===== src/rtl/serial_addsub.sv =====
`default_nettype none
// ============================================================================
//  Module      : serial_addsub
//  Description : Bit-serial adder/subtractor. Operand B arrives already
//                ones'-complemented when cpl=1; cpl is injected as the
//                carry-in so the sum becomes A - B_original in two's
//                complement. The sum is formed LSB-first over W cycles and the
//                result plus flags are held until the next completion.
//  Revision    : 1.0 - initial release
// ============================================================================
module serial_addsub #(
  parameter int W = 4
) (
  input  logic         clk,
  input  logic         reset,
  input  logic [W-1:0] A,
  input  logic [W-1:0] B,
  input  logic         cpl,
  input  logic         start,
  output logic [W-1:0] S,
  output logic         cout,
  output logic         ovf,
  output logic         zero,
  output logic         busy,
  output logic         done
);

  localparam int                 c_cnt_w    = $clog2(W);
  localparam logic [c_cnt_w-1:0] c_cnt_last = c_cnt_w'(W - 1);

  localparam logic [1:0] c_st_idle  = 2'd0;
  localparam logic [1:0] c_st_shift = 2'd1;
  localparam logic [1:0] c_st_done  = 2'd2;

  logic [1:0]         r_state;
  logic [1:0]         w_state_nxt;
  logic               r_busy;
  logic               r_done;
  logic               w_busy_nxt;
  logic               w_done_nxt;

  logic [W-1:0]       r_a;
  logic [W-1:0]       r_b;
  logic               r_c;
  logic [c_cnt_w-1:0] r_cnt;
  // Holds the W-1 sum bits already produced; the newest bit enters at the top.
  logic [W-2:0]       r_res;

  logic [W-1:0]       r_s;
  logic               r_cout;
  logic               r_ovf;
  logic               r_zero;

  logic               w_sbit;
  logic               w_cnext;
  logic [W-1:0]       w_res_nxt;
  logic               w_last;

  // Full-adder slice on the current LSBs and the running carry.
  assign w_sbit    = r_a[0] ^ r_b[0] ^ r_c;
  assign w_cnext   = (r_a[0] & r_b[0]) | (r_a[0] & r_c) | (r_b[0] & r_c);
  assign w_res_nxt = {w_sbit, r_res};
  assign w_last    = (r_cnt == c_cnt_last);

  // State register together with the registered busy/done outputs.
  always_ff @(posedge clk or posedge reset) begin
    if (reset) begin
      r_state <= c_st_idle;
      r_busy  <= 1'b0;
      r_done  <= 1'b0;
    end else begin
      r_state <= w_state_nxt;
      r_busy  <= w_busy_nxt;
      r_done  <= w_done_nxt;
    end
  end

  // Next-state logic: start is only honoured from IDLE.
  always_comb begin
    w_state_nxt = r_state;
    case (r_state)
      c_st_idle:  if (start) w_state_nxt = c_st_shift;
      c_st_shift: if (w_last) w_state_nxt = c_st_done;
      c_st_done:  w_state_nxt = c_st_idle;
      default:    w_state_nxt = c_st_idle;
    endcase
  end

  // Output decode from the next state so busy/done are clean registered flops.
  always_comb begin
    w_busy_nxt = (w_state_nxt == c_st_shift) || (w_state_nxt == c_st_done);
    w_done_nxt = (w_state_nxt == c_st_done);
  end

  // Datapath: latch operands on acceptance, shift one bit per SHIFT cycle,
  // publish result and flags on the final bit.
  always_ff @(posedge clk or posedge reset) begin
    if (reset) begin
      r_a    <= '0;
      r_b    <= '0;
      r_c    <= 1'b0;
      r_cnt  <= '0;
      r_res  <= '0;
      r_s    <= '0;
      r_cout <= 1'b0;
      r_ovf  <= 1'b0;
      r_zero <= 1'b1;
    end else if ((r_state == c_st_idle) && start) begin
      r_a   <= A;
      r_b   <= B;
      r_c   <= cpl;
      r_cnt <= '0;
    end else if (r_state == c_st_shift) begin
      r_a   <= {1'b0, r_a[W-1:1]};
      r_b   <= {1'b0, r_b[W-1:1]};
      r_c   <= w_cnext;
      r_res <= w_res_nxt[W-1:1];
      r_cnt <= r_cnt + 1'b1;
      if (w_last) begin
        // r_c here is the carry into the MSB; w_cnext is the carry out of it.
        r_s    <= w_res_nxt;
        r_cout <= w_cnext;
        r_ovf  <= r_c ^ w_cnext;
        r_zero <= (w_res_nxt == '0);
      end
    end
  end

  assign S    = r_s;
  assign cout = r_cout;
  assign ovf  = r_ovf;
  assign zero = r_zero;
  assign busy = r_busy;
  assign done = r_done;

endmodule
`default_nettype wire

===== config.mk =====
export PLATFORM = sky130hd
export DESIGN_NAME = serial_addsub
export DESIGN_NICKNAME = d
export VERILOG_FILES = /design/src/rtl/serial_addsub.sv
export SDC_FILE = /design/constraint.sdc
export NUM_CORES = 1
export LEC_CHECK = 0
export CAP_MARGIN = 5
export CORE_MARGIN = 1
export CORE_UTILIZATION = 25
export DETAILED_ROUTE_END_ITERATION = 10
export GPL_ROUTABILITY_DRIVEN = 0
export GPL_TIMING_DRIVEN = 0
export SLEW_MARGIN = 20
export SYNTH_ARGS = -nofsm -noshare
export SYNTH_HDL_FRONTEND = slang
export SYNTH_SLANG_ARGS = --single-unit

===== constraint.sdc =====
create_clock -name clk -period 2 [get_ports clk]
set_clock_uncertainty 0.2 [all_clocks]
set_input_delay 0.2 -clock clk [delete_from_list [all_inputs] [get_ports clk]]
set_output_delay 0.2 -clock clk [all_outputs]
set_load 0.03 [all_outputs]

# Yosys cells after proc, flatten, opt, wreduce, memory -nomap -nowiden
# Cells that the tools add are included.
dict set report classes {
  bitwise_logic 9
  add_sub_neg 1
  eq_ne 4
  mux 11
  n_reduce_logical 7
}
# cell count
set ops {}
lappend ops {{4-bit two-way mux} 4}
lappend ops {{2-bit two-way mux} 4}
lappend ops {{2-bit by 1-bit == test with 1-bit output, second input constant} 2}
lappend ops {{2-bit == test, second input constant} 2}
lappend ops {{4-bit logical NOT} 1}
lappend ops {{2-bit one-hot mux with 2 select lines} 1}
lappend ops {{1-bit bitwise AND} 3}
lappend ops {{3-bit AND reduction} 1}
lappend ops {{1-bit XOR} 3}
lappend ops {{2-bit by 1-bit adder with 2-bit output, second input constant} 1}
lappend ops {{2-bit logical NOT} 1}
lappend ops {{1-bit two-way mux} 2}
lappend ops {{1-bit OR} 2}
lappend ops {{2-bit AND reduction} 1}
lappend ops {{2-bit nonzero test} 1}
lappend ops {{1-bit logical AND} 1}
lappend ops {{1-bit logical OR} 1}
lappend ops {{1-bit NOT} 1}
dict set report totals {
  in_bits 12
  regBits 25
  out_inout_bits 9
}

# Logic depth before layout (Yosys ltp)
dict set report depth {
  word_depth 5
  mapped_depth 5
  ltp_nobuf 5
}

# Worst setup path after synthesis
# Ideal clock, no wire load.
dict set report synth_path {
  path_type {register to register}
  start {reg r_a[0]}
  end {reg r_ovf, in the netlist ovf}
  setup_slack_ns 0.411
  t_arrival_ns 1.264
  stages_incl_launch_ff 4
  path_cell_list {dfrtp_1 > fa_1 > xor2_1 > mux2_4}
}
dict set report synth_via {
  elab_chain_len 4
}
# element line_no
set synth_rtl {}
lappend synth_rtl {{from (decl)} 42} ;# logic [W-1:0] r_a;
lappend synth_rtl {{from (signal assigned)} 114} ;# r_a <= {1'b0, r_a[W-1:1]};
lappend synth_rtl {{1-bit bitwise AND} 61} ;# assign w_cnext = (r_a[0] & r_b[0]) | (r_a[0] & r_c) | (r_b[0] & r_c);
lappend synth_rtl {{1-bit OR * (2 in series)} 61}
lappend synth_rtl {{net w_cnext} 55} ;# logic w_cnext;
lappend synth_rtl {{1-bit XOR *} 123} ;# r_ovf <= r_c ^ w_cnext;
lappend synth_rtl {{to (signal assigned)} 123}
lappend synth_rtl {{to (decl)} 51} ;# logic r_ovf;
# Mark *: on every way through the listed nets, which the timed path passes. The rest lies on a longest branch.
# A chain may end at the register's enable or synchronous reset.

# Final worst setup path
dict set report layout_path {
  start {reg r_zero, in the netlist zero}
  end {out zero}
}
# element line_no
set layout_rtl {}
lappend layout_rtl {{from (decl)} 52} ;# logic r_zero;
lappend layout_rtl {{from (signal assigned)} 124} ;# r_zero <= (w_res_nxt == '0);
lappend layout_rtl {{to (decl)} 23} ;# output logic zero,
# No word-level cell between the ends.

==> metrics <==
layout cells sized above 1=0.1964; CTS H-tree lvls=1; pin count of the biggest net entering global routing=26; Pint=1.553 mW; Avg WL per Cell=13.02 um; die width=69.53 um; Crit path required time=1.60 ns; Syn Inst Count=88; Switching Share=0.3669; CP peak stage delay=0.66 ns; Hold WC Path Type=primary input to async pin; status=finished clean; count of cell types in the netlist=26; cts hold-fix bufs=0; clock-pin slew on the worst setup and hold paths=0.09 ns; Die ar.=4834 um2; Detail Route Antenna Nets=0; Setup Buffers After CTS=0; placed cell area=1405 um2; Yosys Warn Count=0; CP max FO=2; Hold Fails Final Rpt=0; clock buffer depth=2; total CTS buffers=3; final WL=2136 um; Slew @ Worst Pin=0.9381 ns; DRC=0; synthesized cell area=1140 um2; Final nets=128; VDD IR max=0.0004167 V; vias=775; clk sinks=25; num rows=24; Port Buffers=20; critical path endpoint category=output pin; post-synth top area share=0.5269; wire length of the first global-routing pass=3629 um; Peak Freq=0.5367 GHz; initial antenna violation count=0; critical path class=flip-flop to output pin; CTS resizes=0; Design Area, Final=1450 um2; sequential power share=0.370; Comb power frac=0.509; slowest CP cell=clkdlybuf4s50_1; total track usage=0.09537; crit path cell chain=clkdlybuf4s50_1; post-route minimum period=1.863 ns; setup violators final=0; setup tns final=0 ns; 1st-iter DRT viols=70; initial core utilization=0.2618; critical path launch point type=flip-flop; die height=69.53 um; CP top delay family=buffers and inverters; Area growth, synth to finish=27.22%; Clock Latency Late Sink=0.27 ns; largest area contributor in the netlist=dfrtp_1; I/O pin total=21; crit path DAT=1.46 ns; antenna diode count=0; #FFs+latches synth=25; Clock Power Share=0.121; TritonRoute pass-1 iters=7; CTS tree=built; Lkg Pwr=0.6650 nW; Critical path buffers and inverters=1; Seq/Total Area, Yosys=0.5499; total of max-cap violations=0; Root Driver=clkbuf_8; slew margin rel.=0.3739; Core Footprint=4354 um2; Slew Viols, Final=0; pre-CTS setup slack=0.08718 ns; Mapped Avg Cell Area=12.95 um2; power per standard cell area=1692 nW/um2; FILL cells=422; via count of the first global-routing pass=768; Mapped Nets=103; Final Power=2.454 mW; post-DR vias/cell=4.726; Psw=0.9003 mW; post-DP HPWL=1566 um; top cells by area, synth=dfrtp_1, mux2_4, a222oi_1; worst setup margin=0.1367 ns; Final period util=0.9316; gr ovfl total=0; RSZ-0062 raised after global routing=false
synthesized netlist by cell type:
library cell  number
buf_4              1
a21oi_1            1
nor4b_1            2
nor3b_1            2
nand3b_4           1
dfrtp_1           24
a21o_1             1
inv_1             12
or2_2              2
o21bai_1           1
fa_1               1
a222oi_1           5
a211oi_1           2
a22o_1             1
nor4_1             1
buf_2              1
buf_6              2
ha_1               2
mux2_4             7
xor2_1             1
o221ai_1           2
mux2_2             4
nor2_1             5
nand2_1            4
nor2b_1            2
dfstp_2            1
routing by layer:
| layer | global-route usage | vias up | wire (um) |
|---|---|---|---|
| met4 | 0.04762 | 0 | 24 |
| met2 | 0.1499 | 35 | 993 |
| met1 | 0.1230 | 381 | 990 |
| li1 | - | 356 | - |
| met3 | 0.02180 | 3 | 127 |
| met5 | 0 | - | 0 |
cell families after synthesis:
kind of cell             share of synthesized area
XOR/XNOR                                  0.007685
buffers and inverters                      0.07025
flip-flops                                  0.5500
AND/OR/NAND/NOR                             0.1032
AO/OA/AOI/OAI                              0.09770
adder cells (fa/ha/maj)                    0.03951
multiplexers                                0.1317
state kept, by name (all words and copies together), names as in the netlist:
register,flops
S,4
busy,1
cout,1
done,1
ovf,1
r_a,4
r_b,4
r_c,1
r_cnt,2
r_res,3
r_state,2
zero,1
final cells by class:
| cell class | instances | area (um2) | share of cell area |
|---|---|---|---|
| timing repair buffer | 20 | 200.2 | 0.1381 |
| clock buffer | 4 | 45.04 | 0.03106 |
| buffer | 4 | 35.03 | 0.02416 |
| sequential | 25 | 626.9 | 0.4323 |
| tap | 52 | 65.06 | 0.04487 |
| inverter | 12 | 45.04 | 0.03106 |
| multi-input combinational | 47 | 432.9 | 0.2985 |
through the flow:
stage | instances | hold WS (ns) | util
after CTS | 164 | 0.2881 | 0.3330
after global placement | 160 | 0.2749 | 0.3227
after detailed placement | 160 | 0.2852 | 0.3227
final | 164 | 0.2476 | 0.3330
after global routing | 164 | 0.3322 | 0.3330
after floorplan | 88 | 0.02658 | -
power by group through the flow:
stage / Sequential [mW] / Combinational [mW] / Clock [mW]
finish: 0.909 / 1.25 / 0.297
global route: 0.946 / 1.34 / 0.328
CTS: 0.912 / 1.26 / 0.303
detailed placement: 0.923 / 1.25 / 0
global placement: 0.910 / 1.22 / 0
floorplan: 1.05 / 0.759 / 0
worst paths after layout:
check / start / to / slack, ns / cells after the start
setup reg to reg: r_a[0] / ovf / 0.34 / 3
min in group clk: r_a[3] / r_a[3] / 0.30 / 2
hold / removal: reset / S[1] / 0.25 / 2
setup / recovery: zero / zero / 0.14 / 1
hold reg to reg: r_a[3] / r_a[3] / 0.30 / 2
max in group asynchronous: reset / r_res[2] / 0.78 / 2
cells in the final DEF, fill, tap and decap left out, drive strengths merged:
cell type / synthesis / final
a211oi: 2 / 2
a21o: 1 / 1
a21oi: 1 / 1
a222oi: 5 / 5
a22o: 1 / 1
buf: 4 / 4
clkbuf: 0 / 4
clkdlybuf4s50: 0 / 20
dfrtp: 24 / 24
dfstp: 1 / 1
fa: 1 / 1
ha: 2 / 2
inv: 12 / 12
mux2: 11 / 11
nand2: 4 / 4
nand3b: 1 / 1
nor2: 5 / 5
nor2b: 2 / 2
nor3b: 2 / 2
nor4: 1 / 1
nor4b: 2 / 2
o21bai: 1 / 1
o221ai: 2 / 2
or2: 2 / 2
xor2: 1 / 1
(Power assumes the default switching activity.)
